File: src/rtl/vx_lsu_mem_pkg.sv
// vx_lsu_mem_pkg: shared types and shared-memory address decode for the LSU memory router
package vx_lsu_mem_pkg;

    localparam int LSU_NUM_THREADS = 4;
    localparam int LSU_TAG_WIDTH   = 8;

    typedef enum logic {SRC_DC = 1'b0, SRC_SM = 1'b1} src_e;

    typedef struct packed {
        logic                           valid;
        logic [LSU_NUM_THREADS-1:0]     mask;
        logic [LSU_NUM_THREADS*32-1:0]  data;
        logic [LSU_TAG_WIDTH-1:0]       tag;
    } rsp_buf_t;

    // Bounds are formed in 33 bits so an upper bound past the 30-bit word
    // space simply leaves every address above the base inside the window.
    function automatic logic smem_hit(input logic [29:0] addr, input logic [31:0] base,
                                      input logic [31:0] size);
        logic [32:0] lo;
        logic [32:0] hi;
        lo = {1'b0, base} >> 2;
        hi = ({1'b0, base} + {1'b0, size}) >> 2;
        return ({3'b0, addr} >= lo) && ({3'b0, addr} < hi);
    endfunction

endpackage

File: src/rtl/vx_rsp_skid_buf.sv
// vx_rsp_skid_buf: one-entry response buffer for one memory target
//   clk, reset       clock, async active-low reset
//   in_valid/data/tag target response (per-lane valid, lane data, shared tag)
//   in_ready         target response accept
//   drain            arbiter consumes the held entry this cycle
//   buf_q            held entry (valid, mask, data, tag)
module vx_rsp_skid_buf
    import vx_lsu_mem_pkg::*;
(
    input  logic                          clk,
    input  logic                          reset,
    input  logic [LSU_NUM_THREADS-1:0]    in_valid,
    input  logic [LSU_NUM_THREADS*32-1:0] in_data,
    input  logic [LSU_TAG_WIDTH-1:0]      in_tag,
    output logic                          in_ready,
    input  logic                          drain,
    output rsp_buf_t                      buf_q
);

    rsp_buf_t buf_d;

    always_comb begin
        in_ready = ~buf_q.valid | drain;
        buf_d = buf_q;
        if (drain) buf_d.valid = 1'b0;
        if (|in_valid && in_ready) buf_d = '{valid: 1'b1, mask: in_valid, data: in_data, tag: in_tag};
    end

    always_ff @(posedge clk or negedge reset) begin
        if (!reset) buf_q <= '0;
        else        buf_q <= buf_d;
    end

endmodule

File: src/rtl/vx_lsu_mem_router.sv
// vx_lsu_mem_router: steers LSU lanes to D-cache or shared memory and merges responses
//   clk, reset         clock, async active-low reset
//   core_req_*         LSU per-lane requests in, core_req_ready per-lane accept out
//   dc_req_* / sm_req_* per-lane requests to D-cache / shared memory
//   dc_rsp_* / sm_rsp_* target responses in, *_rsp_ready accept out
//   core_rsp_*         registered merged response to the LSU
module vx_lsu_mem_router
    import vx_lsu_mem_pkg::*;
#(
    parameter int          NUM_THREADS = LSU_NUM_THREADS,
    parameter int          TAG_WIDTH   = LSU_TAG_WIDTH,
    parameter logic [31:0] SMEM_BASE   = 32'hFF00_0000,
    parameter int          SMEM_SIZE   = 16384
) (
    input  logic                           clk,
    input  logic                           reset,
    input  logic [NUM_THREADS-1:0]         core_req_valid,
    input  logic [NUM_THREADS-1:0]         core_req_rw,
    input  logic [NUM_THREADS*30-1:0]      core_req_addr,
    input  logic [NUM_THREADS*4-1:0]       core_req_byteen,
    input  logic [NUM_THREADS*32-1:0]      core_req_data,
    input  logic [NUM_THREADS*TAG_WIDTH-1:0] core_req_tag,
    output logic [NUM_THREADS-1:0]         core_req_ready,
    output logic [NUM_THREADS-1:0]         dc_req_valid,
    output logic [NUM_THREADS-1:0]         dc_req_rw,
    output logic [NUM_THREADS*30-1:0]      dc_req_addr,
    output logic [NUM_THREADS*4-1:0]       dc_req_byteen,
    output logic [NUM_THREADS*32-1:0]      dc_req_data,
    output logic [NUM_THREADS*TAG_WIDTH-1:0] dc_req_tag,
    input  logic [NUM_THREADS-1:0]         dc_req_ready,
    output logic [NUM_THREADS-1:0]         sm_req_valid,
    output logic [NUM_THREADS-1:0]         sm_req_rw,
    output logic [NUM_THREADS*30-1:0]      sm_req_addr,
    output logic [NUM_THREADS*4-1:0]       sm_req_byteen,
    output logic [NUM_THREADS*32-1:0]      sm_req_data,
    output logic [NUM_THREADS*TAG_WIDTH-1:0] sm_req_tag,
    input  logic [NUM_THREADS-1:0]         sm_req_ready,
    input  logic [NUM_THREADS-1:0]         dc_rsp_valid,
    input  logic [NUM_THREADS*32-1:0]      dc_rsp_data,
    input  logic [TAG_WIDTH-1:0]           dc_rsp_tag,
    output logic                           dc_rsp_ready,
    input  logic [NUM_THREADS-1:0]         sm_rsp_valid,
    input  logic [NUM_THREADS*32-1:0]      sm_rsp_data,
    input  logic [TAG_WIDTH-1:0]           sm_rsp_tag,
    output logic                           sm_rsp_ready,
    output logic [NUM_THREADS-1:0]         core_rsp_valid,
    output logic [NUM_THREADS*32-1:0]      core_rsp_data,
    output logic [TAG_WIDTH-1:0]           core_rsp_tag,
    input  logic                           core_rsp_ready
);

    logic [NUM_THREADS-1:0]    is_sm;
    rsp_buf_t                  dc_buf;
    rsp_buf_t                  sm_buf;
    logic                      dc_drain;
    logic                      sm_drain;
    logic                      load;
    logic                      contest;
    src_e                      rr_q, rr_d;
    logic [NUM_THREADS-1:0]    out_valid_q, out_valid_d;
    logic [NUM_THREADS*32-1:0] out_data_q, out_data_d;
    logic [TAG_WIDTH-1:0]      out_tag_q, out_tag_d;

    for (genvar i = 0; i < NUM_THREADS; i++) begin : g_dec
        assign is_sm[i] = smem_hit(core_req_addr[i*30 +: 30], SMEM_BASE, 32'(SMEM_SIZE));
    end

    assign dc_req_valid   = core_req_valid & ~is_sm;
    assign sm_req_valid   = core_req_valid & is_sm;
    assign core_req_ready = (is_sm & sm_req_ready) | (~is_sm & dc_req_ready);
    assign dc_req_rw      = core_req_rw;
    assign dc_req_addr    = core_req_addr;
    assign dc_req_byteen  = core_req_byteen;
    assign dc_req_data    = core_req_data;
    assign dc_req_tag     = core_req_tag;
    assign sm_req_rw      = core_req_rw;
    assign sm_req_addr    = core_req_addr;
    assign sm_req_byteen  = core_req_byteen;
    assign sm_req_data    = core_req_data;
    assign sm_req_tag     = core_req_tag;

    vx_rsp_skid_buf u_dc_buf (
        .clk      (clk),
        .reset    (reset),
        .in_valid (dc_rsp_valid),
        .in_data  (dc_rsp_data),
        .in_tag   (dc_rsp_tag),
        .in_ready (dc_rsp_ready),
        .drain    (dc_drain),
        .buf_q    (dc_buf)
    );

    vx_rsp_skid_buf u_sm_buf (
        .clk      (clk),
        .reset    (reset),
        .in_valid (sm_rsp_valid),
        .in_data  (sm_rsp_data),
        .in_tag   (sm_rsp_tag),
        .in_ready (sm_rsp_ready),
        .drain    (sm_drain),
        .buf_q    (sm_buf)
    );

    // Equal tags coalesce into one beat; only differing tags contend for the RR pointer.
    always_comb begin
        load        = ~|out_valid_q | core_rsp_ready;
        contest     = dc_buf.valid & sm_buf.valid & (dc_buf.tag != sm_buf.tag);
        dc_drain    = load & dc_buf.valid & (~contest | (rr_q == SRC_DC));
        sm_drain    = load & sm_buf.valid & (~contest | (rr_q == SRC_SM));
        rr_d        = (load & contest) ? ((rr_q == SRC_DC) ? SRC_SM : SRC_DC) : rr_q;
        out_valid_d = load ? ((dc_drain ? dc_buf.mask : '0) | (sm_drain ? sm_buf.mask : '0)) : out_valid_q;
        out_tag_d   = load ? (dc_drain ? dc_buf.tag : sm_buf.tag) : out_tag_q;
        out_data_d  = out_data_q;
        for (int i = 0; i < NUM_THREADS; i++)
            if (load) out_data_d[i*32 +: 32] = (sm_drain & sm_buf.mask[i]) ? sm_buf.data[i*32 +: 32]
                                                                        : dc_buf.data[i*32 +: 32];
    end

    always_ff @(posedge clk or negedge reset) begin
        if (!reset) begin
            rr_q        <= SRC_DC;
            out_valid_q <= '0;
            out_data_q  <= '0;
            out_tag_q   <= '0;
        end else begin
            rr_q        <= rr_d;
            out_valid_q <= out_valid_d;
            out_data_q  <= out_data_d;
            out_tag_q   <= out_tag_d;
        end
    end

    assign core_rsp_valid = out_valid_q;
    assign core_rsp_data  = out_data_q;
    assign core_rsp_tag   = out_tag_q;

endmodule

File: config.mk
export PLATFORM = sky130hd
export DESIGN_NAME = vx_lsu_mem_router
export DESIGN_NICKNAME = d
export VERILOG_FILES = /design/src/rtl/vx_lsu_mem_pkg.sv /design/src/rtl/vx_rsp_skid_buf.sv /design/src/rtl/vx_lsu_mem_router.sv
export SDC_FILE = /design/constraint.sdc
export NUM_CORES = 1
export LEC_CHECK = 0
export ABC_AREA = 1
export BUFFER_PORTS_ARGS = -buffer_cell sky130_fd_sc_hd__clkbuf_2
export CORE_AREA = 2 2 527 529
export DETAILED_ROUTE_END_ITERATION = 8
export DIE_AREA = 0 0 529 531
export PLACE_DENSITY = 0.3
export SLEW_MARGIN = 25
export SYNTH_ARGS = -nofsm -noshare
export SYNTH_HDL_FRONTEND = slang
export SYNTH_SLANG_ARGS = --single-unit
File: constraint.sdc
create_clock -name clk -period 1.6 [get_ports clk]
set_input_delay 0.16 -clock clk [delete_from_list [all_inputs] [get_ports clk]]
set_output_delay 0.16 -clock clk [all_outputs]
set_load 0.1 [all_outputs]
# Word level (Yosys, flattened, before mapping)
# Index checks and enable logic that the tools add are counted.
[totals]
out_inout_bits = 754
regBits = 423
inputBits = 595
elab_cells = 72
[op_classes]
mux = 12
n_reduce_logical = 12
n_lt_le_gt_ge = 8
eq_ne = 1
n_bitwise = 27
[ops]
columns = ["operator", "n"]
rows = [
  ["$mux 141", 2],
  ["$mux 32", 4],
  ["$ge 30x30->1 const B", 4],
  ["$lt 30x30->1 const B", 4],
  ["$and 4x4->4", 4],
  ["$reduce_or 4->1", 3],
  ["$and 1x1->1", 11],
  ["$mux 4", 2],
  ["$mux 8", 1],
  ["$ne 8x8->1", 1],
  ["$or 4x4->4", 2],
  ["$logic_and 1x1->1", 6],
  ["$or 1x1->1", 5],
  ["$not 1->1", 4],
  ["$not 4->4", 1],
  ["$reduce_bool 2->1", 2],
  ["$mux 1", 3],
  ["$logic_not 1->1", 1],
]

# Longest topological paths before layout
# Gate-level depths: netlist of run 1.
[logic_depth]
depth_word = 8
depth_mapped = 14
mapped_depth_nobuf = 12

# By module
# Synthesis of run 1 repeated with hierarchy kept, for this count alone.
[unflattened]
hier_cells = 3131
area_unflattened_um2 = 24183.2
[modules_own_cells]
columns = ["module", "seq_area_each_um2", "n_inst", "cells_each", "area_per_inst_um2"]
rows = [
  ["vx_lsu_mem_router", 3528.4, 1, 1905, 13135.1],
  ["vx_rsp_skid_buf", 3528.4, 2, 613, 5524.0],
]

# Least setup slack after synthesis of run 1
# OpenSTA, ideal clock, no wires.
[synth_path]
path_type = "register to register"
startpoint = "register out_valid_q[3] (netlist: core_rsp_valid[3])"
endpoint = "register u_dc_buf.buf_q[1] (netlist name)"
synth_period_minus_slack_ps = 2351
required_time_ps = 1532
path_stages_with_launch = 9
setup_slack_ps = -751
n_path_buf = 1
setup_time_ps = 68
arrival_ps = 2283
cell_sequence = "dfrtp_1 > nor3_1 > a21oi_2 > nor2_2 > nand2_4 > nand2_4 > buf_2 > nand3_1 > nand2_1"
[synth_via]
elab_chain_cells = 7
[synth_lines]
columns = ["element", "line", "source"]
rows = [
  ["start, declared", "vx_lsu_mem_router.sv:60", "logic [NUM_THREADS-1:0] out_valid_q, out_valid_d;"],
  ["start signal, assigned", "vx_lsu_mem_router.sv:127", "out_valid_q <= out_valid_d;"],
  ["$reduce_or 4->1", "vx_lsu_mem_router.sv:106", "load = ~|out_valid_q | core_rsp_ready;"],
  ["$logic_not 1->1", "vx_lsu_mem_router.sv:106", ""],
  ["$or 1x1->1", "vx_lsu_mem_router.sv:106", ""],
  ["$and 1x1->1 (2 in series)", "vx_lsu_mem_router.sv:108", "dc_drain = load & dc_buf.valid & (~contest | (rr_q == SRC_DC));"],
  ["$or 1x1->1", "vx_rsp_skid_buf.sv:23", "in_ready = ~buf_q.valid | drain;"],
  ["via dc_rsp_ready", "vx_lsu_mem_router.sv:41", "output logic dc_rsp_ready,"],
  ["$logic_and 1x1->1", "vx_rsp_skid_buf.sv:26", "if (|in_valid && in_ready) buf_d = '{valid: 1'b1, mask: in_valid, data: in_data, tag: in_tag};"],
  ["end signal, assigned", "vx_rsp_skid_buf.sv:31", "else buf_q <= buf_d;"],
  ["end, declared", "vx_rsp_skid_buf.sv:17", "output rsp_buf_t buf_q"],
]
# The timed path passes the listed nets, and every way through them passes these cells.
# A chain may end at the register's enable or synchronous reset.

# Worst setup path after layout of run 1
[layout_path]
startpoint = "register u_sm_buf.buf_q[0] (netlist name)"
endpoint = "output sm_rsp_ready"
[layout_via]
elab_chain_cells = 6
[layout_lines]
columns = ["element", "line", "source"]
rows = [
  ["start, declared", "vx_rsp_skid_buf.sv:17", ""],
  ["start signal, assigned", "vx_rsp_skid_buf.sv:31", ""],
  ["$ne 8x8->1", "vx_lsu_mem_router.sv:107", "contest = dc_buf.valid & sm_buf.valid & (dc_buf.tag != sm_buf.tag);"],
  ["$and 1x1->1", "vx_lsu_mem_router.sv:107", ""],
  ["$not 1->1", "vx_lsu_mem_router.sv:109", "sm_drain = load & sm_buf.valid & (~contest | (rr_q == SRC_SM));"],
  ["$or 1x1->1", "vx_lsu_mem_router.sv:109", ""],
  ["$and 1x1->1", "vx_lsu_mem_router.sv:109", ""],
  ["$or 1x1->1", "vx_rsp_skid_buf.sv:23", ""],
  ["end, declared", "vx_lsu_mem_router.sv:45", "output logic sm_rsp_ready,"],
]
# Every way passes these cells.

==> results.cfg, run 1 <==
[clocking]
cts_tree = done
clockBufferDepth = 3
hold_buffers = 279
clockRootBuffer = clkbuf_16
clock_sinks = 423
htree_levels = 2
cts_made_buffers = 57
clk-insertion-delay-late_ns = 0.70
path_clk_slew_ns = 0.07

[detailed_routing]
drt_first_pass_iters = 7
drc = 0
via_count = 22900
final_antenna_net_count = 0
wl_per_cell_um = 25.0
vias_per_cell = 3.10
first_iter_violations = 1061
wirelength_mm = 185

[power_and_ir_drop]
internal_power_w = 0.0445
clkPwrFrac_pct = 14.6
swShare_pct = 52.3
p_leak_nw = 19.2
p_switching_w = 0.0488
share_comb_of_total_power_pct = 63.8
p_total_w = 0.0933
ir_drop_v = 0.00162
seq_power_share_pct = 21.7
powerDensity_nw_per_um2 = 2400

[logic_synthesis]
ys_types = 27
async_reset_ff_share_pct = 100
synth_edf_count = 0
syn_area_um2 = 24200
syn-num-nets = 3720
synth_ff_type = dfrtp_1
yosys_warnings = 0
synth_seq_cells = 423
seq_area_frac_synth_pct = 43.8
syn_inst = 3125
avgSynthCellArea_um2 = 7.73

[timing]
rsz0062_at_grt = true
setup_viol = 545
fin_ws_ns = -0.778
max_freq_mhz = 420
max_slew_margin_pct = 39.4
fin_worst_skew_ns = 0.0405
hold_ws_ns = -0.0358
tns_ns = -253.94
fin_crit_ns = 2.38
hold_violations = 1
maxSlewViolCount = 0
tightest_slew_ns = 0.909
fin_crit_sh_pct = 149

[critical_path]
worstPathRequired_ns = 1.44
rrSetupSlack_ns = -0.72
crit_arrival_ns = 2.22
cp-end-kind = output port
path_class = register to output port
crit_fanout = 4
worst_setup_path_start_kind = register

[die]
pin_count = 1349
start_util_pct = 8.78
die_y_um = 531
placeableCoreArea_um2 = 275000
rows = 193
die_x_um = 529
die-area_um2 = 281000

[status]
violations = negative hold slack, negative setup slack
outcome = complete, but fails checks

[finish]
fin_area_um2 = 38900
seqCellArea_um2 = 10600
fill_cells = 31500
drive_gt1_share_pct = 39.2
multi_input_area_um2 = 8950
synthToLayoutAreaGrowth_pct = 61.0
nets = 4328

[global_route]
grt_pass1_vias = 23100
antenna_found_initial = 39
grt_max_degree = 91
grt_first_pass_wirelength_mm = 230
grt_usage_pct = 12.3
gr-total-overflow = 0

[placed_design]
gp_congestion = 0.806
place_area_um2 = 29900
place_hpwl_mm = 141
portBuffers = 664

[worst_hold_path]
min_path_type = primary input to register

[run]
cap_violations = 0
-- final timing paths --
path	start	end	cells after the start
setup / recovery	u_sm_buf.buf_q[0]$_DFFE_PN0P_	sm_rsp_ready	12
hold / removal	core_rsp_ready	core_rsp_tag[1]$_DFFE_PN0N_	5
setup reg to reg	u_sm_buf.buf_q[0]$_DFFE_PN0P_	core_rsp_data[2]$_DFFE_PN0N_	18
hold reg to reg	u_dc_buf.buf_q[27]$_DFFE_PN0P_	u_dc_buf.buf_q[27]$_DFFE_PN0P_	2
max in group asynchronous	reset	core_rsp_valid[0]$_DFFE_PN0N_	3
min in group asynchronous	reset	u_sm_buf.buf_q[27]$_DFFE_PN0P_	3
-- layout by cell type (no fill, tap or decap), drive strengths merged, types with 2 or more instances in the layout --
cell type	count
nand4	130
bufinv	4
clkinv	17
dlygate4sd3	278
nand3	434
nor4	3
bufbuf	4
nor3	4
nand2	1031
or4	2
diode	14
clkinvlp	2
inv	285
xnor2	5
nor2	30
buf	453
nand3b	3
clkbuf	667
dfrtp	423
-- cell families (layout without fill, tap and decap cells) --
group | Yosys count | in the layout | synth area share [%]
simple gates | 1634 | 1637 | 29.3
compound gates | 3 | 3 | 0.0933
other cells | 0 | 14 | 0
flops | 423 | 423 | 43.8
xor+xnor | 6 | 6 | 0.218
buf+inv | 1058 | 1710 | 26.5
mux | 1 | 1 | 0.0466
-- stage by stage --
stage	std cells	hold slack [ns]	setup WS, ns	utilization (%)
floorplan	3125	-0.136	-0.388	-
global placement	6866	0.100	-0.545	10.8
detailed placement	6866	0.0955	-0.529	10.8
CTS	7338	-0.120	-0.936	13.3
global route	7392	-0.0779	-0.935	14.1
finish	7401	-0.0358	-0.778	14.1
-- power groups by stage --
stage	logic, W	clock network [W]	registers [W]
2_1_floorplan	0.0233	0	0.0311
3_3_place_gp	0.0458	0	0.0200
3_5_place_dp	0.0459	0	0.0200
4_1_cts	0.0551	0.0142	0.0200
5_1_grt	0.0640	0.0146	0.0209
6_report	0.0595	0.0136	0.0202
-- cell usage after synthesis (2+ instances only) --
| library cell | number | share of area, % |
|---|---|---|
| nand2_4 | 2 | 0.093 |
| nor2_1 | 28 | 0.44 |
| nor4_1 | 3 | 0.078 |
| nor3_1 | 4 | 0.083 |
| or4_1 | 2 | 0.062 |
| nand2_1 | 1022 | 16 |
| buf_1 | 9 | 0.14 |
| xnor2_1 | 5 | 0.18 |
| nand3_1 | 432 | 9.0 |
| clkbuf_1 | 74 | 1.1 |
| buf_2 | 75 | 1.6 |
| nand2_2 | 4 | 0.10 |
| buf_4 | 620 | 19 |
| inv_1 | 279 | 4.3 |
| dfrtp_1 | 423 | 44 |
| nand3b_1 | 3 | 0.093 |
| nand4_1 | 130 | 3.4 |
-- sequential cells by signal, summed over array words and instances, names as in the netlist --
name            count
rr_q                1
core_rsp_data     128
u_dc_buf.buf_q    141
core_rsp_valid      4
core_rsp_tag        8
u_sm_buf.buf_q    141
-- layout make-up --
cell class	count	area share, %
repair buffers	1325	30.3
flip-flops and latches	423	27.3
multi-input cells	1647	23.0
well taps	3607	11.6
clock buffers	77	4.22
inverters	279	2.71
clock inverters	29	0.788
diodes	14	0.0901
-- per-layer routing --
| layer | share of wire [%] | track usage, % | up-vias |
|---|---|---|---|
| met3 | 12 | 6.25 | 173 |
| met4 | 2.7 | 3.31 | 20 |
| li1 | - | - | 10500 |
| met2 | 51 | 22.3 | 1272 |
| met1 | 34 | 12.3 | 11000 |
| met5 | 0.068 | 0.0684 | - |
-- worst max-delay path, stage by stage (launching register included) --
cell and delay, ns:
dfrtp_1 0.40, inv_2 0.08, nand2_2 0.05, nand2_2 0.08
nand2_2 0.05, nor2_2 0.11, nand2_2 0.10, nand3_4 0.10
nand2_4 0.07, nand2_8 0.07, buf_16 0.13, buf_8 0.11
buf_12 0.16
-- what timing repair did --
action,in CTS,in global routing
hold endpoints to repair,683,1
pin swaps,31,112
setup endpoints to repair,573,572
setup buffers,54,33
gates cloned,33,28
gates resized for setup,170,366
(Power assumes the default switching activity.)
==> run 2, diff against run 1 <==
--- a/config.mk
+++ b/config.mk
@@ -7,9 +7,9 @@
 export LEC_CHECK = 0
 export ABC_AREA = 1
 export BUFFER_PORTS_ARGS = -buffer_cell sky130_fd_sc_hd__clkbuf_2
-export CORE_AREA = 2 2 527 529
+export CORE_AREA = 2 2 524 526
 export DETAILED_ROUTE_END_ITERATION = 8
-export DIE_AREA = 0 0 529 531
+export DIE_AREA = 0 0 526 528
 export PLACE_DENSITY = 0.3
 export SLEW_MARGIN = 25
 export SYNTH_ARGS = -nofsm -noshare
==> run 2 against run 1 <==
Cell count decreased by 1.0%. Non-clock buffer count down 53. Maximum frequency increased by 0.64%. Wire length rose by 4.2%. Largest cell class unchanged. The flow finishes with violations (negative setup slack). Count of clock-buffer cells in the layout stayed put. Final area down 2.5%.
==> results.cfg, run 2 (synthesis gave the netlist of run 1 again) <==
[global_route]
gr-total-overflow = 0
grt_usage_pct = 12.5
antenna_found_initial = 59
grt_pass1_vias = 23200
grt_first_pass_wirelength_mm = 233
grt_max_degree = 67

[critical_path]
path_class = register to output port
cp-end-kind = output port
r2r_cells = 15
slowest_stage = dfrtp_4
crit_arrival_ns = 2.20
path_cells = nor3_4 -> a21oi_4 -> buf_8 -> nor2_4 -> nand2_4 -> nand2_8 -> buf_12 -> buf_12
worstPathRequired_ns = 1.44
cp_common_cell = buf_12
r2r-end = u_sm_buf.buf_q[97]$_DFFE_PN0P_
critical-path-max-stage-delay_ns = 0.49
worst_setup_path_start_kind = register
rrSetupSlack_ns = -0.73
rr_startpoint = u_sm_buf.buf_q[4]$_DFFE_PN0P_
crit_fanout = 3

[timing]
max_freq_mhz = 423
fin_ws_ns = -0.763
hold_violations = 0
setup_viol = 545
rsz0062_at_grt = true
maxSlewViolCount = 0
tightest_slew_ns = 0.666
fin_crit_ns = 2.36
fin_crit_sh_pct = 148
max_slew_margin_pct = 55.8
fin_worst_skew_ns = 0.0463
tns_ns = -261.15

[die]
rows = 192
die_y_um = 528
die-area_um2 = 278000
die_x_um = 526
placeableCoreArea_um2 = 272000
start_util_pct = 8.87
pin_count = 1349

[detailed_routing]
drc = 0
wl_per_cell_um = 26.3
wirelength_mm = 192
drt_first_pass_iters = 5
via_count = 23000
final_antenna_net_count = 0
first_iter_violations = 1135
vias_per_cell = 3.14

[finish]
fin_area_um2 = 37900
postLayoutCoreUtil_pct = 13.9
synthToLayoutAreaGrowth_pct = 57.0
final_cells = 7327
final_common_cell = nand2_1
nets = 4274
final_cell_mix = nand2_1, clkbuf_2, dfrtp_1, nand3_1, dlygate4sd3_1
drive_gt1_share_pct = 37.5

[power_and_ir_drop]
ir_drop_v = 0.00146
powerDensity_nw_per_um2 = 2450
p_leak_nw = 18.8

[clocking]
clockBufferDepth = 3
clock_sinks = 423
clk-insertion-delay-late_ns = 0.70
path_clk_slew_ns = 0.06
clockRootBuffer = clkbuf_16
cts_tree = done
htree_levels = 2
cts_made_buffers = 58

[worst_hold_path]
min_path_type = primary input to register
whs_path_depth = 4
hold_start = sm_rsp_valid[1]
min_to = u_sm_buf.buf_q[138]$_DFFE_PN0P_

[placed_design]
place_area_um2 = 29500
portBuffers = 664
gp_congestion = 0.968
place_hpwl_mm = 143
dp_cells = 6812
pre_cts_slack_ns = -0.623

[run]
cap_violations = 0

[status]
outcome = complete, but fails checks
violations = negative setup slack
[run 2: cell types whose count changed in the layout (fill, tap and decap cells not counted), sizes merged]
cell,before,now
buf,453,390
bufbuf,4,0
bufinv,4,9
clkbuf,667,678
clkinv,17,14
clkinvlp,2,3
dlygate4sd3,278,281
inv,285,281
nand2,1031,1029
[run 2: report_power, final]
| part | internal [W] | switching [W] |
|---|---|---|
| Clock | 0.00856 | 0.00579 |
| Sequential | 0.0162 | 0.00404 |
| Combinational | 0.0188 | 0.0393 |
| Total | 0.0436 | 0.0491 |
[run 2: final cells by class]
cell class                      count  area (um^2)
Timing Repair Buffer             1272        11100
Multi-Input combinational cell   1645         8570
Sequential cell                   423        10600
Fill cell                       31300       235000
Clock inverter                     28          417
Tap cell                         3589         4490
Inverter                          279         1050
Clock buffer                       77         1620
Antenna cell                       14         35.0
[run 2: how the worst max path moves through the flow]
stage / from / depth (start not counted) / slack [ns] / endpoint
global route: u_dc_buf.buf_q[2]$_DFFE_PN0P_ / 9 / -0.90 / sm_rsp_ready
finish: core_rsp_valid[2]$_DFFE_PN0N_ / 8 / -0.76 / dc_rsp_ready
floorplan: core_rsp_valid[2]$_DFFE_PN0N_ / 10 / -0.39 / u_sm_buf.buf_q[38]$_DFFE_PN0P_
global placement: u_sm_buf.buf_q[5]$_DFFE_PN0P_ / 13 / -0.67 / core_rsp_data[7]$_DFFE_PN0N_
detailed placement: u_dc_buf.buf_q[0]$_DFFE_PN0P_ / 13 / -0.62 / core_rsp_data[15]$_DFFE_PN0N_
CTS: u_dc_buf.buf_q[2]$_DFFE_PN0P_ / 9 / -0.92 / sm_rsp_ready
[run 2: through the flow]
stage                     total power, W  hold slack (ns)
after floorplan                   0.0544           -0.136
after global placement            0.0649           0.0978
after detailed placement          0.0650           0.0943
after CTS                         0.0858         -0.00470
after global routing              0.0988           0.0987
final                             0.0928           0.0877
[run 2: critical path: cells and delay by family (launching register included)]
kind	cells	cell delay [ns]
AOI/OAI and AO/OA	1	0.11
and+or+nand+nor	4	0.49
DFF	1	0.49
buffers and inverters	3	0.41
[run 2: what timing repair did]
item / CTS / global route
gates cloned: 15 / 48
hold endpoints to repair: 703 / 0
pin swaps: 11 / 56
buffers inserted: 29 / 39
resized for setup: 91 / 377
hold buffers: 282 / 0
endpoints found under the setup margin: 572 / 572
[run 2: layer usage]
| metal | track usage (%) | up-vias | wire (um) |
|---|---|---|---|
| li1 | - | 10300 | - |
| met1 | 11.8 | 11000 | 64000 |
| met2 | 22.7 | 1381 | 98800 |
| met3 | 7.06 | 272 | 23400 |
| met4 | 3.75 | 30 | 5620 |
| met5 | 0.745 | - | 460 |
==> run 3, diff against run 2 <==
--- a/config.mk
+++ b/config.mk
@@ -14,4 +14,5 @@
 export SLEW_MARGIN = 25
 export SYNTH_ARGS = -nofsm -noshare
 export SYNTH_HDL_FRONTEND = slang
+export SYNTH_HIERARCHICAL = 1
 export SYNTH_SLANG_ARGS = --single-unit
==> run 3 against run 2 <==
The flow still finishes with violations (negative setup slack). Total power grew 10%. Sequential share of layout area fell by 2.1 points. Die area stayed put. Global-route usage grew 0.074 points. Maximum frequency decreased by 2.9%. Count of clock-buffer cells in the layout is 2 higher. Non-clock buffer count is 88 higher. Critical path depth rose by 5. Via count rose by 0.78%. Cell count up 1.3%. Wire length fell by 2.4%. Largest power group unchanged.
==> results.cfg, run 3 <==
[die]
rows = 192
placeableCoreArea_um2 = 272000
die-area_um2 = 278000
start_util_pct = 8.88
pin_count = 1349
die_x_um = 526
die_y_um = 528

[placed_design]
place_hpwl_mm = 135
place_area_um2 = 29800
gp_congestion = 0.974
portBuffers = 664

[timing]
hold_violations = 0
hold_ws_ns = 0.180
fin_crit_ns = 2.43
fin_ws_ns = -0.833
maxSlewViolCount = 0
fin_worst_skew_ns = 0.0530
tightest_slew_ns = 0.849
fin_crit_sh_pct = 152
max_freq_mhz = 411
rsz0062_at_grt = true
setup_viol = 537
max_slew_margin_pct = 43.2

[worst_hold_path]
min_path_type = primary input to async pin

[logic_synthesis]
synth_seq_cells = 423
yosysMostFrequentCell = nand2_1
seq_area_frac_synth_pct = 43.8
synth_ff_type = dfrtp_1
yosys.area.top_type = dfrtp_1
syn-num-nets = 3726
syn_inst = 3131
yosys.area.top_type_share_pct = 43.8
avgSynthCellArea_um2 = 7.72
synthTopCellsByCount = nand2_1, buf_4, dfrtp_1, nand3_1, inv_1
yosys_warnings = 6
ys_types = 25
synth_area_leaders = dfrtp_1, buf_4, nand2_1
async_reset_ff_share_pct = 100
syn_area_um2 = 24200
synth_edf_count = 0

[run]
cap_violations = 0

[finish]
multi_input_area_um2 = 9610
final_common_cell = nand2_1
final_cell_mix = nand2_1, clkbuf_2, dfrtp_1, nand3_1, dlygate4sd3_1
seqCellArea_um2 = 10600
nets = 4372
fin_area_um2 = 40900
postLayoutCoreUtil_pct = 15.0
fill_cells = 31100
drive_gt1_share_pct = 44.1
synthToLayoutAreaGrowth_pct = 69.2

[critical_path]
crit_fanout = 4
path_class = register to output port
worstPathRequired_ns = 1.44
cp-end-kind = output port
crit_arrival_ns = 2.27
worst_setup_path_start_kind = register

[clocking]
clockBufferDepth = 3
clockRootBuffer = clkbuf_16
cts_made_buffers = 57
htree_levels = 2
clock_sinks = 423
path_clk_slew_ns = 0.06
clk-insertion-delay-late_ns = 0.70
cts_tree = done

[power_and_ir_drop]
powerDensity_nw_per_um2 = 2490
p_total_w = 0.102
ir_drop_v = 0.00203
p_leak_nw = 20.2

[detailed_routing]
drc = 0
drt_first_pass_iters = 5
first_iter_violations = 1153
via_count = 23200
vias_per_cell = 3.13
wl_per_cell_um = 25.3
wirelength_mm = 188
final_antenna_net_count = 0

[global_route]
grt_first_pass_wirelength_mm = 233
grt_pass1_vias = 23400
grt_max_degree = 92
grt_usage_pct = 12.6
antenna_found_initial = 50
gr-total-overflow = 0

[status]
violations = negative setup slack
outcome = complete, but fails checks
==> run 3: path summary, 6_finish.rpt <==
path	startpoint	end	slack [ns]	depth (start not counted)
setup / recovery	u_dc_buf/buf_q[0]$_DFFE_PN0P_	dc_rsp_ready	-0.83	13
hold / removal	reset	u_dc_buf/buf_q[35]$_DFFE_PN0P_	0.18	3
setup reg to reg	u_dc_buf/buf_q[0]$_DFFE_PN0P_	u_dc_buf/buf_q[103]$_DFFE_PN0P_	-0.81	19
hold reg to reg	u_sm_buf/buf_q[80]$_DFFE_PN0P_	u_sm_buf/buf_q[80]$_DFFE_PN0P_	0.47	2
max in group asynchronous	reset	u_sm_buf/buf_q[139]$_DFFE_PN0P_	0.09	3
min in group clk	core_rsp_ready	core_rsp_tag[7]$_DFFE_PN0N_	0.22	8
==> run 3: cell families after synthesis <==
logic type / after synthesis / share of synthesized area (%)
AO/OA/AOI/OAI: 3 / 0.124
XOR/XNOR: 6 / 0.217
buffers and inverters: 1058 / 26.5
flip-flops: 423 / 43.8
multiplexers: 1 / 0.0466
AND/OR/NAND/NOR: 1640 / 29.4
==> run 3: what timing repair did <==
action | 4_1_cts | 5_1_grt
endpoints found under the setup margin | 571 | 579
gates cloned | 62 | 39
hold endpoints to repair | 703 | 0
hold buffers | 282 | 0
resized for setup | 254 | 603
pin swaps | 71 | 159
setup buffers | 82 | 46
==> run 3: cell type report <==
type                    instances  share of cell area, %
repair buffers               1360                   32.0
flip-flops and latches        423                   25.9
inverters                     282                   2.61
clock inverters                26                  0.902
clock buffers                  79                   4.11
diodes                          7                 0.0428
well taps                    3589                   11.0
multi-input cells            1653                   23.5
==> run 3: report_power, final <==
part | internal, W | switching, W | leakage, nW | total [W]
clock network | 0.00847 | 0.00575 | 0.995 | 0.0142
registers | 0.0162 | 0.00419 | 5.16 | 0.0204
logic | 0.0251 | 0.0423 | 14.0 | 0.0674
==> run 3: worst max-delay path: stages, from the launching register on <==
cell and delay, ns:
dfrtp_1 0.43, inv_1 0.07, nand2_1 0.04, nand2_1 0.05, nand2_1 0.06, nor2_2 0.13, nand2_2 0.11, nand3_2 0.10
nand2_2 0.06, inv_2 0.07, inv_4 0.05, nand2_8 0.07, buf_16 0.14, buf_16 0.17
==> run 3: per-stage QoR <==
stage	std cells	setup WS, ns	TNS [ns]
2_1_floorplan	3131	-0.509	-151.05
6_report	7419	-0.833	-266.79
3_3_place_gp	6830	-0.597	-193.90
3_5_place_dp	6830	-0.539	-155.02
4_1_cts	7357	-0.947	-308.62
5_1_grt	7415	-1.03	-346.46
==> run 3: routing by layer <==
| layer | GRT usage (%) | share of wire (%) |
|---|---|---|
| met2 | 23.2 | 52 |
| met3 | 6.42 | 11 |
| met1 | 12.3 | 34 |
| met4 | 3.23 | 3.2 |
| met5 | 0.0173 | 0.075 |
